**src/rtl/mc_pkg.sv**
```systemverilog
// mc_pkg: shared constants and types for the 16-bit multicycle MIPS controller.
//   - opcode map (IR[15:12])
//   - ALU control encodings
//   - alu_src_b select encodings
//   - controller state enumeration (4-bit, also exported on the state port)
//   - instruction class produced by mc_op_class
//   - bundle of state-decoded (Moore) control outputs held in a register
package mc_pkg;

  localparam logic [3:0] OP_ADD  = 4'b0000;
  localparam logic [3:0] OP_SUB  = 4'b0001;
  localparam logic [3:0] OP_AND  = 4'b0010;
  localparam logic [3:0] OP_OR   = 4'b0011;
  localparam logic [3:0] OP_ADDI = 4'b0100;
  localparam logic [3:0] OP_LW   = 4'b0101;
  localparam logic [3:0] OP_SW   = 4'b0110;
  localparam logic [3:0] OP_SLT  = 4'b0111;
  localparam logic [3:0] OP_BEQ  = 4'b1000;
  localparam logic [3:0] OP_BNE  = 4'b1001;

  localparam logic [2:0] ALU_AND = 3'b000;
  localparam logic [2:0] ALU_OR  = 3'b001;
  localparam logic [2:0] ALU_ADD = 3'b010;
  localparam logic [2:0] ALU_SUB = 3'b110;
  localparam logic [2:0] ALU_SLT = 3'b111;

  localparam logic [1:0] SRCB_B      = 2'b00;
  localparam logic [1:0] SRCB_TWO    = 2'b01;
  localparam logic [1:0] SRCB_IMM    = 2'b10;
  localparam logic [1:0] SRCB_IMM_SH = 2'b11;

  typedef enum logic [3:0] {
    S_IDLE     = 4'd0,
    S_FETCH    = 4'd1,
    S_DECODE   = 4'd2,
    S_EXEC_R   = 4'd3,
    S_EXEC_I   = 4'd4,
    S_MEM_ADDR = 4'd5,
    S_MEM_RD   = 4'd6,
    S_MEM_WR   = 4'd7,
    S_WB_ALU   = 4'd8,
    S_WB_MEM   = 4'd9,
    S_BRANCH   = 4'd10,
    S_HALT     = 4'd11
  } state_t;

  typedef enum logic [2:0] {
    CL_R   = 3'd0,
    CL_I   = 3'd1,
    CL_MEM = 3'd2,
    CL_BR  = 3'd3,
    CL_ILL = 3'd4
  } op_class_t;

  // Control outputs that depend only on the state; held in a register that
  // is loaded together with the state register.
  typedef struct packed {
    logic       mem_req;
    logic       mem_we;
    logic       iord;
    logic       pc_write_cond;
    logic       branch_ne;
    logic       pc_src;
    logic       alu_src_a;
    logic [1:0] alu_src_b;
    logic [2:0] alu_ctrl;
    logic       reg_dst;
    logic       mem_to_reg;
    logic       reg_write;
    logic       done;
    logic       halted;
  } ctrl_t;

endpackage

```
**src/rtl/mc_op_class.sv**
```systemverilog
// mc_op_class: combinational opcode decoder.
//   opcode   in  4  IR[15:12]
//   op_class out    instruction class (R, I, MEM, BR, ILL)
//   alu_ctrl out 3  ALU operation for R-type; ADD for every other opcode
//   illegal  out 1  opcode outside the supported set
module mc_op_class
  import mc_pkg::*;
(
  input  logic [3:0] opcode,
  output op_class_t  op_class,
  output logic [2:0] alu_ctrl,
  output logic       illegal
);

  always_comb begin
    op_class = CL_ILL;
    alu_ctrl = ALU_ADD;
    illegal  = 1'b0;
    case (opcode)
      OP_ADD:  begin op_class = CL_R; alu_ctrl = ALU_ADD; end
      OP_SUB:  begin op_class = CL_R; alu_ctrl = ALU_SUB; end
      OP_AND:  begin op_class = CL_R; alu_ctrl = ALU_AND; end
      OP_OR:   begin op_class = CL_R; alu_ctrl = ALU_OR;  end
      OP_SLT:  begin op_class = CL_R; alu_ctrl = ALU_SLT; end
      OP_ADDI: op_class = CL_I;
      OP_LW,
      OP_SW:   op_class = CL_MEM;
      OP_BEQ,
      OP_BNE:  op_class = CL_BR;
      default: begin
        op_class = CL_ILL;
        illegal  = 1'b1;
      end
    endcase
  end

endmodule

```
**src/rtl/multicycle_ctrl.sv**
```systemverilog
// multicycle_ctrl: control FSM sequencing a 16-bit multicycle MIPS datapath
// with one shared ALU and one req/ack memory port.
//   clk, rst_n              clock, asynchronous active-low reset
//   opcode, zero, mem_ack   IR[15:12], ALU zero flag, memory completion
//   mem_req, mem_we, iord   memory request, write, address select
//   ir_write, pc_write      IR / PC load (qualified by mem_ack in FETCH)
//   pc_write_cond,
//   branch_ne, pc_src       conditional PC load controls for BEQ/BNE
//   alu_src_a, alu_src_b,
//   alu_ctrl                ALU operand selects and operation
//   reg_dst, mem_to_reg,
//   reg_write               register file write controls
//   instr_done              pulse on the final cycle of each instruction
//   halted                  sticky illegal-opcode indicator
//   state                   current state encoding
// State-only outputs come from a register loaded alongside the state, so
// they equal a decode of the current state; only ir_write, pc_write and the
// SW completion pulse look at mem_ack combinationally.
module multicycle_ctrl
  import mc_pkg::*;
(
  input  logic       clk,
  input  logic       rst_n,
  input  logic [3:0] opcode,
  input  logic       zero,
  input  logic       mem_ack,
  output logic       mem_req,
  output logic       mem_we,
  output logic       iord,
  output logic       ir_write,
  output logic       pc_write,
  output logic       pc_write_cond,
  output logic       branch_ne,
  output logic       pc_src,
  output logic       alu_src_a,
  output logic [1:0] alu_src_b,
  output logic [2:0] alu_ctrl,
  output logic       reg_dst,
  output logic       mem_to_reg,
  output logic       reg_write,
  output logic       instr_done,
  output logic       halted,
  output logic [3:0] state
);

  state_t    state_q, state_d;
  ctrl_t     ctrl_q, ctrl_d;
  op_class_t dec_class;
  logic [2:0] dec_alu_ctrl;
  logic      dec_illegal;

  mc_op_class u_op_class (
    .opcode   (opcode),
    .op_class (dec_class),
    .alu_ctrl (dec_alu_ctrl),
    .illegal  (dec_illegal)
  );

  // Moore outputs for state s. r_alu, rd_sel and bne are sampled on the
  // transition into s, while the opcode of the current instruction is valid.
  function automatic ctrl_t ctrl_for(input state_t s, input logic [2:0] r_alu,
                                     input logic rd_sel, input logic bne);
    ctrl_t c;
    c = '0;
    case (s)
      S_FETCH: begin
        c.mem_req   = 1'b1;
        c.alu_src_b = SRCB_TWO;
        c.alu_ctrl  = ALU_ADD;
      end
      S_DECODE: begin
        c.alu_src_b = SRCB_IMM_SH;
        c.alu_ctrl  = ALU_ADD;
      end
      S_EXEC_R: begin
        c.alu_src_a = 1'b1;
        c.alu_src_b = SRCB_B;
        c.alu_ctrl  = r_alu;
      end
      S_EXEC_I, S_MEM_ADDR: begin
        c.alu_src_a = 1'b1;
        c.alu_src_b = SRCB_IMM;
        c.alu_ctrl  = ALU_ADD;
      end
      S_MEM_RD: begin
        c.mem_req = 1'b1;
        c.iord    = 1'b1;
      end
      S_MEM_WR: begin
        c.mem_req = 1'b1;
        c.iord    = 1'b1;
        c.mem_we  = 1'b1;
      end
      S_WB_ALU: begin
        c.reg_write = 1'b1;
        c.reg_dst   = rd_sel;
        c.done      = 1'b1;
      end
      S_WB_MEM: begin
        c.reg_write  = 1'b1;
        c.mem_to_reg = 1'b1;
        c.done       = 1'b1;
      end
      S_BRANCH: begin
        c.alu_src_a     = 1'b1;
        c.alu_src_b     = SRCB_B;
        c.alu_ctrl      = ALU_SUB;
        c.pc_write_cond = 1'b1;
        c.pc_src        = 1'b1;
        c.branch_ne     = bne;
        c.done          = 1'b1;
      end
      S_HALT: c.halted = 1'b1;
      default: c = '0;
    endcase
    return c;
  endfunction

  // mem_ack only matters in the three request states, so an ack with
  // mem_req low never changes anything.
  always_comb begin
    state_d = state_q;
    case (state_q)
      S_IDLE:   state_d = S_FETCH;
      S_FETCH:  if (mem_ack) state_d = S_DECODE;
      S_DECODE: begin
        if (dec_illegal) begin
          state_d = S_HALT;
        end else begin
          case (dec_class)
            CL_R:    state_d = S_EXEC_R;
            CL_I:    state_d = S_EXEC_I;
            CL_MEM:  state_d = S_MEM_ADDR;
            CL_BR:   state_d = S_BRANCH;
            default: state_d = S_HALT;
          endcase
        end
      end
      S_EXEC_R,
      S_EXEC_I:   state_d = S_WB_ALU;
      S_MEM_ADDR: state_d = (opcode == OP_LW) ? S_MEM_RD : S_MEM_WR;
      S_MEM_RD:   if (mem_ack) state_d = S_WB_MEM;
      S_MEM_WR:   if (mem_ack) state_d = S_FETCH;
      S_WB_ALU,
      S_WB_MEM,
      S_BRANCH:   state_d = S_FETCH;
      S_HALT:     state_d = S_HALT;
      default:    state_d = S_IDLE;
    endcase
    ctrl_d = ctrl_for(state_d, dec_alu_ctrl, state_q == S_EXEC_R, opcode[0]);
  end

  // State register boundary: state and its decoded outputs load together.
  always_ff @(posedge clk or negedge rst_n) begin
    if (!rst_n) begin
      state_q <= S_IDLE;
      ctrl_q  <= '0;
    end else begin
      state_q <= state_d;
      ctrl_q  <= ctrl_d;
    end
  end

  assign mem_req       = ctrl_q.mem_req;
  assign mem_we        = ctrl_q.mem_we;
  assign iord          = ctrl_q.iord;
  assign pc_write_cond = ctrl_q.pc_write_cond;
  assign branch_ne     = ctrl_q.branch_ne;
  assign pc_src        = ctrl_q.pc_src;
  assign alu_src_a     = ctrl_q.alu_src_a;
  assign alu_src_b     = ctrl_q.alu_src_b;
  assign alu_ctrl      = ctrl_q.alu_ctrl;
  assign reg_dst       = ctrl_q.reg_dst;
  assign mem_to_reg    = ctrl_q.mem_to_reg;
  assign reg_write     = ctrl_q.reg_write;
  assign halted        = ctrl_q.halted;
  assign state         = state_q;

  // Mealy qualifications on the memory acknowledge.
  assign ir_write   = (state_q == S_FETCH) & mem_ack;
  assign pc_write   = (state_q == S_FETCH) & mem_ack;
  assign instr_done = ctrl_q.done | ((state_q == S_MEM_WR) & mem_ack);

  // zero steers the datapath's conditional PC load, not the sequencing.
  logic unused_zero;
  assign unused_zero = zero;

endmodule

```
**config.mk**
```make
export PLATFORM = sky130hd
export DESIGN_NAME = multicycle_ctrl
export DESIGN_NICKNAME = d
export VERILOG_FILES = /design/src/rtl/mc_pkg.sv /design/src/rtl/mc_op_class.sv /design/src/rtl/multicycle_ctrl.sv
export SDC_FILE = /design/constraint.sdc
export NUM_CORES = 1
export LEC_CHECK = 0
export CAP_MARGIN = 15
export CORE_ASPECT_RATIO = 1.4
export CORE_MARGIN = 2
export CORE_UTILIZATION = 45
export DETAILED_ROUTE_END_ITERATION = 10
export PLACE_DENSITY = 0.77
export SYNTH_ARGS = -nofsm -noshare
export SYNTH_HDL_FRONTEND = slang
export SYNTH_SLANG_ARGS = --single-unit
export TNS_END_PERCENT = 30
```
**constraint.sdc**
```tcl
create_clock -name clk -period 3.1 [get_ports clk]
set_clock_uncertainty 0.15 [all_clocks]
set_input_delay 0.465 -clock clk [delete_from_list [all_inputs] [get_ports clk]]
set_output_delay 0.465 -clock clk [all_outputs]
set_load 0.05 [all_outputs]
```
==> key figures <==
Drt
  • Routed wire length: 2160 um
  • Highest routing layer actually used: met4
  • Vias per cell: 5.59
  • ANT nets after route: 0
  • Routed WL per cell: 15.0 um
  • # DRC: 0
  • Met2 routed wirelength: 1160 um
  • DR WL met3: 67 um
  • Routed vias: 805
  • Routed met1 length: 859 um
  • TritonRoute pass-1 iters: 4
  • First-iteration detailed-routing DRC count: 15

Yosys
  • Ranking of synthesized cells by area: dfrtp_1 48%, buf_4 5.8%, nand2_1 3.6%, a221oi_2 2.9%, inv_1 2.9%
  • Async S/R FF share, synth: 1.00
  • Synth area leader: dfrtp_1
  • Synth top area share: 0.480
  • Predominant post-synthesis flop cell: dfrtp_1
  • Post-synth cell types: 41
  • Synth warn: 0
  • Syn_nets: 106
  • Synthesis-stage register bit count: 20
  • Post-synthesis instance total: 98
  • Seq/Total Area, Yosys: 0.480
  • Number of enable flip-flop cells after synthesis: 0
  • Synth Cell Area: 1040 um^2
  • Synth Area per Inst: 10.6 um^2

Critical path
  • Setup CP Type: register to output pin
  • Worst r2r path cells: 6
  • CP max FO: 11
  • R2R Path End: alu_src_a
  • Worst setup EP type: output pin
  • CP Data Arrival Time: 2.14 ns
  • CP Launch Type: register
  • Worst R2R Start: state[3]
  • R2R Setup Slk: 1.04 ns
  • WP data required: 2.48 ns
  • Critical path endpoint: instr_done
  • Worst setup path startpoint: state[3]

Clocking
  • Clk slew on worst S/H paths: 0.10 ns
  • Post-CTS setup buffers: 0
  • CTS Root Cell: clkbuf_4
  • CTS tree: built
  • H-Tree Depth: 1
  • Clk_lat worst skew: 0.29 ns
  • Total CTS buffers: 3
  • # hold bufs at CTS: 0
  • Max Buffers Root-to-Sink: 2
  • Clk sinks: 20
  • # resized after CTS: 0

Floorplanning
  • Num rows: 20
  • Starting density of the core: 0.479
  • Core ar.: 2180 um^2
  • I/O pins: 31
  • Chip width: 44.7 um
  • Die area: 2720 um^2
  • Die height: 60.9 um

Global routing
  • First-pass GRT wire length: 3550 um
  • Global Route Usage Sum: 0.180
  • Vias in the first global route: 810
  • Largest net degree at the start of global routing: 21
  • Grt ovf: 0
  • Initial antenna violation count: 0

Cells and area
  • N_diodes: 0
  • Commonest non-fill, non-tap cells in the layout: 27 x clkdlybuf4s50_1, 20 x dfrtp_1, 10 x nand2_1
  • Layout cell share with drive strength beyond 1: 0.156
  • Nets@finish: 131
  • Area delta synth->final: 27.1%
  • Max reg flops: 4
  • Most common cell after layout, fill and taps aside: clkdlybuf4s50_1

Min path
  • Min-Delay Path Class: input port to async pin

STA
  • Final hold vios: 0
  • Highest clock rate: 363 MHz
  • Final setup fails: 0
  • Setup TNS Final: 0 ns
  • Setup slack after layout: 0.349 ns
  • Max-slew violation count: 0
  • Rel. slew slack: 0.445
  • Unrepaired setup endpoints after global routing: false
  • Final worst path period need: 2.75 ns
  • Final period util: 0.888
  • Worst slew pin tran: 0.830 ns

Power and ir drop
  • Peak VDD IR: 0.119 mV
  • Power per standard cell area: 325 nW/um^2
  • Combinational share of power: 0.061
  • Seq pwr share: 0.605
  • Pint: 344 uW
  • Clk pwr share: 0.334
  • P_sw: 87.0 uW
  • Switch share: 0.202
  • LEAKAGE: 0.000634 uW

Place
  • DP Wirelength: 1620 um
  • GP Congestion: 0.863
  • Port Buffers: 29
  • Pre-CTS WS: 0.483 ns

Run status
  • Status: completed

Flow run
  • Max cap viols: 0
==> cell usage after synthesis (2+ instances only) <==
master	instances
a221oi_2	2
and2_1	2
buf_2	2
buf_4	8
dfrtp_1	20
inv_1	8
nand2_1	10
nand2b_1	2
nand4_1	2
nor2_1	7
nor2b_1	3
nor3_1	2
o211ai_1	2
==> worst max-delay path, stage by stage (launching register included) <==
cell	delay [ns]
dfrtp_1	0.53
nor2b_1	0.30
a41o_2	0.23
clkdlybuf4s50_1	0.79
==> cell type report <==
type	count	area, um^2
Timing Repair Buffer	31	300
Clock buffer	4	36.3
Sequential cell	20	500
Tap cell	22	27.5
Inverter	8	30.0
Multi-Input combinational cell	59	430
Fill cell	181	852
==> layer usage <==
metal	track usage	vias to the layer above
met5	0	-
met1	0.217	396
met3	0.0119	6
li1	-	382
met4	0.121	0
met2	0.302	21
==> metrics by stage <==
| stage | power (uW) | cell area, um^2 | util | hold slack, ns | cells |
|---|---|---|---|---|---|
| finish | 431 | 1330 | 0.609 | 0.494 | 144 |
| floorplan | 273 | 1040 | - | 0.0194 | 98 |
| global route | 450 | 1330 | 0.609 | 0.542 | 144 |
| CTS | 434 | 1330 | 0.609 | 0.510 | 144 |
| global placement | 292 | 1290 | 0.592 | 0.490 | 140 |
| detailed placement | 293 | 1290 | 0.592 | 0.492 | 140 |
==> power groups by stage <==
stage / registers [uW] / logic, uW / clock network [uW]
floorplan: 266 / 7.31 / 0
global placement: 266 / 25.9 / 0
detailed placement: 266 / 26.8 / 0
CTS: 261 / 26.7 / 147
global route: 261 / 30.0 / 159
finish: 261 / 26.4 / 144
==> worst min path at each step <==
stage	start	end	cells past startpoint	slack (ns)
2_1_floorplan	rst_n	alu_ctrl[0]	0	0.02
3_3_place_gp	state[2]	reg_dst	2	0.49
3_5_place_dp	state[2]	reg_dst	2	0.49
4_1_cts	state[2]	reg_dst	2	0.51
5_1_grt	state[2]	reg_dst	2	0.54
6_report	rst_n	alu_ctrl[1]	1	0.49
==> kinds of logic (layout without fill, tap and decap cells) <==
logic type,count (synthesis),count (layout),synth area share
flip-flops,20,20,0.480
AND/OR/NAND/NOR,41,41,0.245
buffers and inverters,19,43,0.107
XOR/XNOR,1,1,0.00840
AO/OA/AOI/OAI,17,17,0.160
No activity file was read; power rests on OpenSTA's default activity.
